File: src/rtl/alu_pkg.sv
// Shared ALU definitions: opcode encoding and default adder geometry.
package alu_pkg;

  // Value of the sub input that selects subtraction.
  localparam logic OP_SUB    = 1'b1;

  // Default operand width and segment width of the pipelined adder.
  localparam int   DEF_WIDTH = 8;
  localparam int   DEF_SEG   = 4;

endpackage

File: src/rtl/adder_seg.sv
// One SEG-bit ripple-carry segment. Also exposes the carry into the MSB so
// the last segment can form signed overflow.
module adder_seg
  import alu_pkg::*;
#(
  parameter int W = DEF_SEG
) (
  input  logic [W-1:0] a,
  input  logic [W-1:0] b,
  input  logic         cin,
  output logic [W-1:0] sum,
  output logic         cout,
  output logic         c_msb
);

  // Bit-serial ripple; the carry into the top bit is captured on the way.
  always_comb begin
    logic c;
    c     = cin;
    sum   = '0;
    c_msb = cin;
    for (int i = 0; i < W; i++) begin
      if (i == W-1) c_msb = c;
      sum[i] = a[i] ^ b[i] ^ c;
      c      = (a[i] & b[i]) | (c & (a[i] ^ b[i]));
    end
    cout = c;
  end

endmodule

File: src/rtl/pipe_adder.sv
// Pipelined add/subtract unit. Stage 0 captures the operands (b already
// inverted for subtraction) and the effective carry; stage k adds segment k
// and hands partial sum and carry on. A result register after the last
// stage drives the outputs, so nothing on the output side is combinational
// from the inputs. The last stage only moves into the result register while
// the consumer is ready, so pipeline capacity is NSEG beats.
module pipe_adder
  import alu_pkg::*;
#(
  parameter int WIDTH = DEF_WIDTH,
  parameter int SEG   = DEF_SEG
) (
  input  logic             clk,
  input  logic             rst,
  input  logic             in_valid,
  output logic             in_ready,
  input  logic [WIDTH-1:0] a,
  input  logic [WIDTH-1:0] b,
  input  logic             cin,
  input  logic             sub,
  output logic             out_valid,
  input  logic             out_ready,
  output logic [WIDTH-1:0] sum,
  output logic             cout,
  output logic             ovf
);

  localparam int NSEG = WIDTH / SEG;

  logic [NSEG-1:0]            v_q, adv, ld, c_q, c_nx, seg_co, seg_cm;
  logic [NSEG-1:0][WIDTH-1:0] a_q, b_q, s_q, a_nx, b_nx, s_nx;
  logic [NSEG-1:0][SEG-1:0]   seg_sum;
  logic [WIDTH-1:0]           res_sum;
  logic                       unused_bits;

  // Advance chain from the output back to stage 0; bubbles collapse.
  always_comb begin
    adv          = '0;
    ld           = '0;
    adv[NSEG-1]  = v_q[NSEG-1] & out_ready;
    for (int k = NSEG-2; k >= 0; k--) begin
      adv[k] = v_q[k] & (~v_q[k+1] | adv[k+1]);
    end
    ld[0] = in_valid & (~v_q[0] | adv[0]);
    for (int k = 1; k < NSEG; k++) begin
      ld[k] = adv[k-1];
    end
  end

  assign in_ready = ~v_q[0] | adv[0];

  for (genvar k = 0; k < NSEG; k++) begin : g_stage
    adder_seg #(.W(SEG)) u_seg (
      .a     (a_q[k][k*SEG +: SEG]),
      .b     (b_q[k][k*SEG +: SEG]),
      .cin   (c_q[k]),
      .sum   (seg_sum[k]),
      .cout  (seg_co[k]),
      .c_msb (seg_cm[k])
    );

    if (k == 0) begin : g_first
      // Subtraction runs as a + ~b + ~cin.
      assign a_nx[0] = a;
      assign b_nx[0] = (sub == OP_SUB) ? ~b : b;
      assign c_nx[0] = cin ^ (sub == OP_SUB);
      assign s_nx[0] = '0;
    end else begin : g_next
      assign a_nx[k] = a_q[k-1];
      assign b_nx[k] = b_q[k-1];
      assign c_nx[k] = seg_co[k-1];
      assign s_nx[k] = s_q[k-1] | (WIDTH'(seg_sum[k-1]) << ((k-1)*SEG));
    end
  end

  assign res_sum = s_q[NSEG-1] | (WIDTH'(seg_sum[NSEG-1]) << ((NSEG-1)*SEG));

  // Stage registers: load on transfer in, otherwise drain the valid bit.
  always_ff @(posedge clk or posedge rst) begin
    if (rst) begin
      v_q <= '0;
      a_q <= '0;
      b_q <= '0;
      s_q <= '0;
      c_q <= '0;
    end else begin
      for (int k = 0; k < NSEG; k++) begin
        if (ld[k]) begin
          v_q[k] <= 1'b1;
          a_q[k] <= a_nx[k];
          b_q[k] <= b_nx[k];
          s_q[k] <= s_nx[k];
          c_q[k] <= c_nx[k];
        end else if (adv[k]) begin
          v_q[k] <= 1'b0;
        end
      end
    end
  end

  // Result register; data only changes on load, so it holds under stall.
  always_ff @(posedge clk or posedge rst) begin
    if (rst) begin
      out_valid <= 1'b0;
      sum       <= '0;
      cout      <= 1'b0;
      ovf       <= 1'b0;
    end else if (adv[NSEG-1]) begin
      out_valid <= 1'b1;
      sum       <= res_sum;
      cout      <= seg_co[NSEG-1];
      ovf       <= seg_cm[NSEG-1] ^ seg_co[NSEG-1];
    end else if (out_ready) begin
      out_valid <= 1'b0;
    end
  end

  // Already-consumed operand segments and inner MSB carries are dead bits.
  assign unused_bits = ^{a_q, b_q, seg_cm};

endmodule

File: config.mk
export PLATFORM = sky130hd
export DESIGN_NAME = pipe_adder
export DESIGN_NICKNAME = d
export VERILOG_FILES = /design/src/rtl/alu_pkg.sv /design/src/rtl/adder_seg.sv /design/src/rtl/pipe_adder.sv
export SDC_FILE = /design/constraint.sdc
export NUM_CORES = 1
export LEC_CHECK = 0
export ABC_AREA = 1
export BUFFER_PORTS_ARGS = -buffer_cell sky130_fd_sc_hd__buf_2
export CAP_MARGIN = 0
export CORE_ASPECT_RATIO = 1.1
export CORE_MARGIN = 2
export CORE_UTILIZATION = 45
export DETAILED_ROUTE_END_ITERATION = 10
export PLACE_DENSITY_LB_ADDON = 0.3
export SYNTH_ARGS = -nofsm -noshare
export SYNTH_HDL_FRONTEND = slang
export SYNTH_SLANG_ARGS = --single-unit
export TNS_END_PERCENT = 10
File: constraint.sdc
create_clock -name clk -period 2.6 [get_ports clk]
set_input_delay 0.52 -clock clk [delete_from_list [all_inputs] [get_ports clk]]
set_output_delay 0.52 -clock clk [all_outputs]
set_load 0.1 [all_outputs]
==> out/results.ini <==
[place]
post-dp-hpwl_um=2530
placed_cell_area_mm2=0.00221
portBuffers=33
place_worst_setup_slack_ps=373
gp_congestion=0.739

[floorplanning]
initial_utilization_pct=46.8
std_cell_rows=25
die_h_um=74.3
core_area_mm2=0.00432
die_w_um=67.9
fp.dieArea_mm2=0.00504
pin_count=34

[job]
maxCapViolations=0

[sta]
setup_viol=0
worst_pin_slew_ps=522
rsz0062_at_grt=false
final-hold-violation-count=0
slew_headroom_pct=65.2
worst_slack_ps=376
clock.fmax_mhz=450
post-route-min-period_ps=2220
min_period_over_period_pct=85.5
hold_slack_ps=335
drv_slew=0
finClkSkew_ps=8.79
setup_tns_ps=0

[clock_network]
numCtsBuffers=5
holdBufCountCts=0
insertion_delay_ps=300
clockBufferDepth=2
tritoncts=built
path_clk_slew_ps=80
cts_resized=0
clock_sinks=43
htree_num_levels=2
cts_setup_buffers=0
clockRootBuffer=clkbuf_8

[final_layout]
nNetsFinal=302
design_area_mm2=0.00233
n_antenna_cell=0
fill_cells=426
area_growth_syn_to_layout_pct=15.2
layout-drive-gt1-share_pct=16.5

[route]
drt_iter0_drc=51
vias=1482
drt_wl_total_um=3470
first_pass_iters=4
ant_nets=0
wl_per_cell_um=10.6
drt-vias-per-instance=4.53
drc=0

[global_route]
grt_pass1_vias=1429
grt_max_degree=44
grt.total_usage_pct=17.3
grt_overflow=0
grt_pass1_wl_um=6460
antenna_found_initial=0

[logic_synthesis]
ys_ff_latch=43
synth_cell_types=13
yosysWarnings=0
syn_area_per_cell_um2=8.45
yosys.area.top_type=dfrtp_1
synth_area_mm2=0.00202
netlist_top_cells_area=dfrtp_1 53%, nand2_1 21%, fa_1 7.9%
synth_fp_nets=269
netlist.area_leader.share_pct=53.3
yosysSeqAreaShare_pct=53.3
synth_cells=239

[worst_hold_path]
holdCritPathClass=input pin to asynchronous set/reset pin

[worst_setup_path]
setup.worst_path.start_class=flop
crit_path_max_fanout=2
critical_path_arrival_ps=2440
cpLargestDelayFamily=adder cells
crit_path_max_incr_delay_ps=420
critPathSlowestCell=fa_1
worst-path-buf-inv=3
critPathCaptureType=flop
worstPathCellList=fa_1 > inv_1 > fa_1 > inv_1 > fa_1 > inv_1 > fa_1 > o21ai_0
path_class=flop to flop
crit_top_cell=fa_1
rrSetupSlack_ps=380
cp.required_ps=2820

[pwr]
p_leak_nw=1.34
power_density_mw_per_mm2=1110
ir_worst_vdd_mv=0.498

[status]
status=completed

-- state kept, by name, summed over array words and instances (netlist names) --
signal     count
a_q            4
ovf            1
s_q            4
out_valid      1
c_q            2
v_q            2
b_q            4
a_nx           8
sum            8
b_nx           8
cout           1
-- layout make-up --
cell class	instances	area, um^2	share of cell area [%]
clock buffer	6	82.6	3.55
inverter	27	101	4.35
multi-input combinational	159	777	33.4
timing repair buffer	36	188	8.06
clock inverter	2	35.0	1.51
tap	54	67.6	2.90
sequential	43	1080	46.2
-- per-layer routing --
layer	GRT usage, %	wire length, um
met5	0	0
met4	8.00	93
met3	4.69	190
met2	27.0	1540
met1	22.6	1650
-- final timing paths --
check | cells past startpoint | endpoint | from
min in group clk | 3 | a_nx[11] | a[3]
worst max-delay path | 8 | sum[7] | a_q[12]
max in group asynchronous | 3 | a_nx[9] | rst
worst max register to register | 8 | sum[7] | a_q[12]
worst min register to register | 2 | out_valid | out_valid
worst min-delay path | 3 | sum[1] | rst
-- logic make-up after synthesis --
kind of cell               after synthesis  synth area share [%]
DFF                                     43                  53.3
and+or+nand+nor                        144                  28.6
xor gates and xnor gates                 1                 0.434
AOI/OAI and AO/OA                        6                  1.49
buffers and inverters                   37                  8.24
adders and majority gates                8                  7.93
-- per-stage QoR --
stage          cells  power, W  utilization, %
4_1_cts          327   0.00261            53.9
5_1_grt          327   0.00276            53.9
3_3_place_gp     319   0.00205            51.2
2_1_floorplan    239   0.00188               -
6_report         327   0.00257            53.9
3_5_place_dp     319   0.00207            51.2
-- power breakdown --
part	internal, W	leakage (nW)	switching (W)
sequential	0.000862	0.535	0.000116
combinational	0.000219	0.746	0.000847
clock	0.000311	0.0612	0.000218
total	0.00139	1.34	0.00118
-- placed cells by master, fill, tap and decap left out --
cell type / instances
buf_2: 33
buf_4: 3
bufinv_16: 1
clkbuf_8: 6
clkinv_1: 1
clkinv_2: 1
dfrtp_1: 43
fa_1: 8
inv_1: 26
nand2_1: 115
nand2_2: 1
nand3_1: 28
o21ai_0: 6
xnor2_1: 1
-- worst min-delay path, delay by kind of cell --
family,cells,cell delay (ps)
buffers and inverters,3,570
-- synth_stat cells --
| cell type | instances |
|---|---|
| nand3_1 | 28 |
| nand2_2 | 1 |
| clkinv_1 | 1 |
| nand2_1 | 115 |
| buf_4 | 4 |
| o21ai_0 | 6 |
| clkbuf_1 | 1 |
| buf_2 | 4 |
| xnor2_1 | 1 |
| dfrtp_1 | 43 |
| inv_1 | 26 |
| fa_1 | 8 |
| buf_6 | 1 |
(Power assumes the default switching activity.)
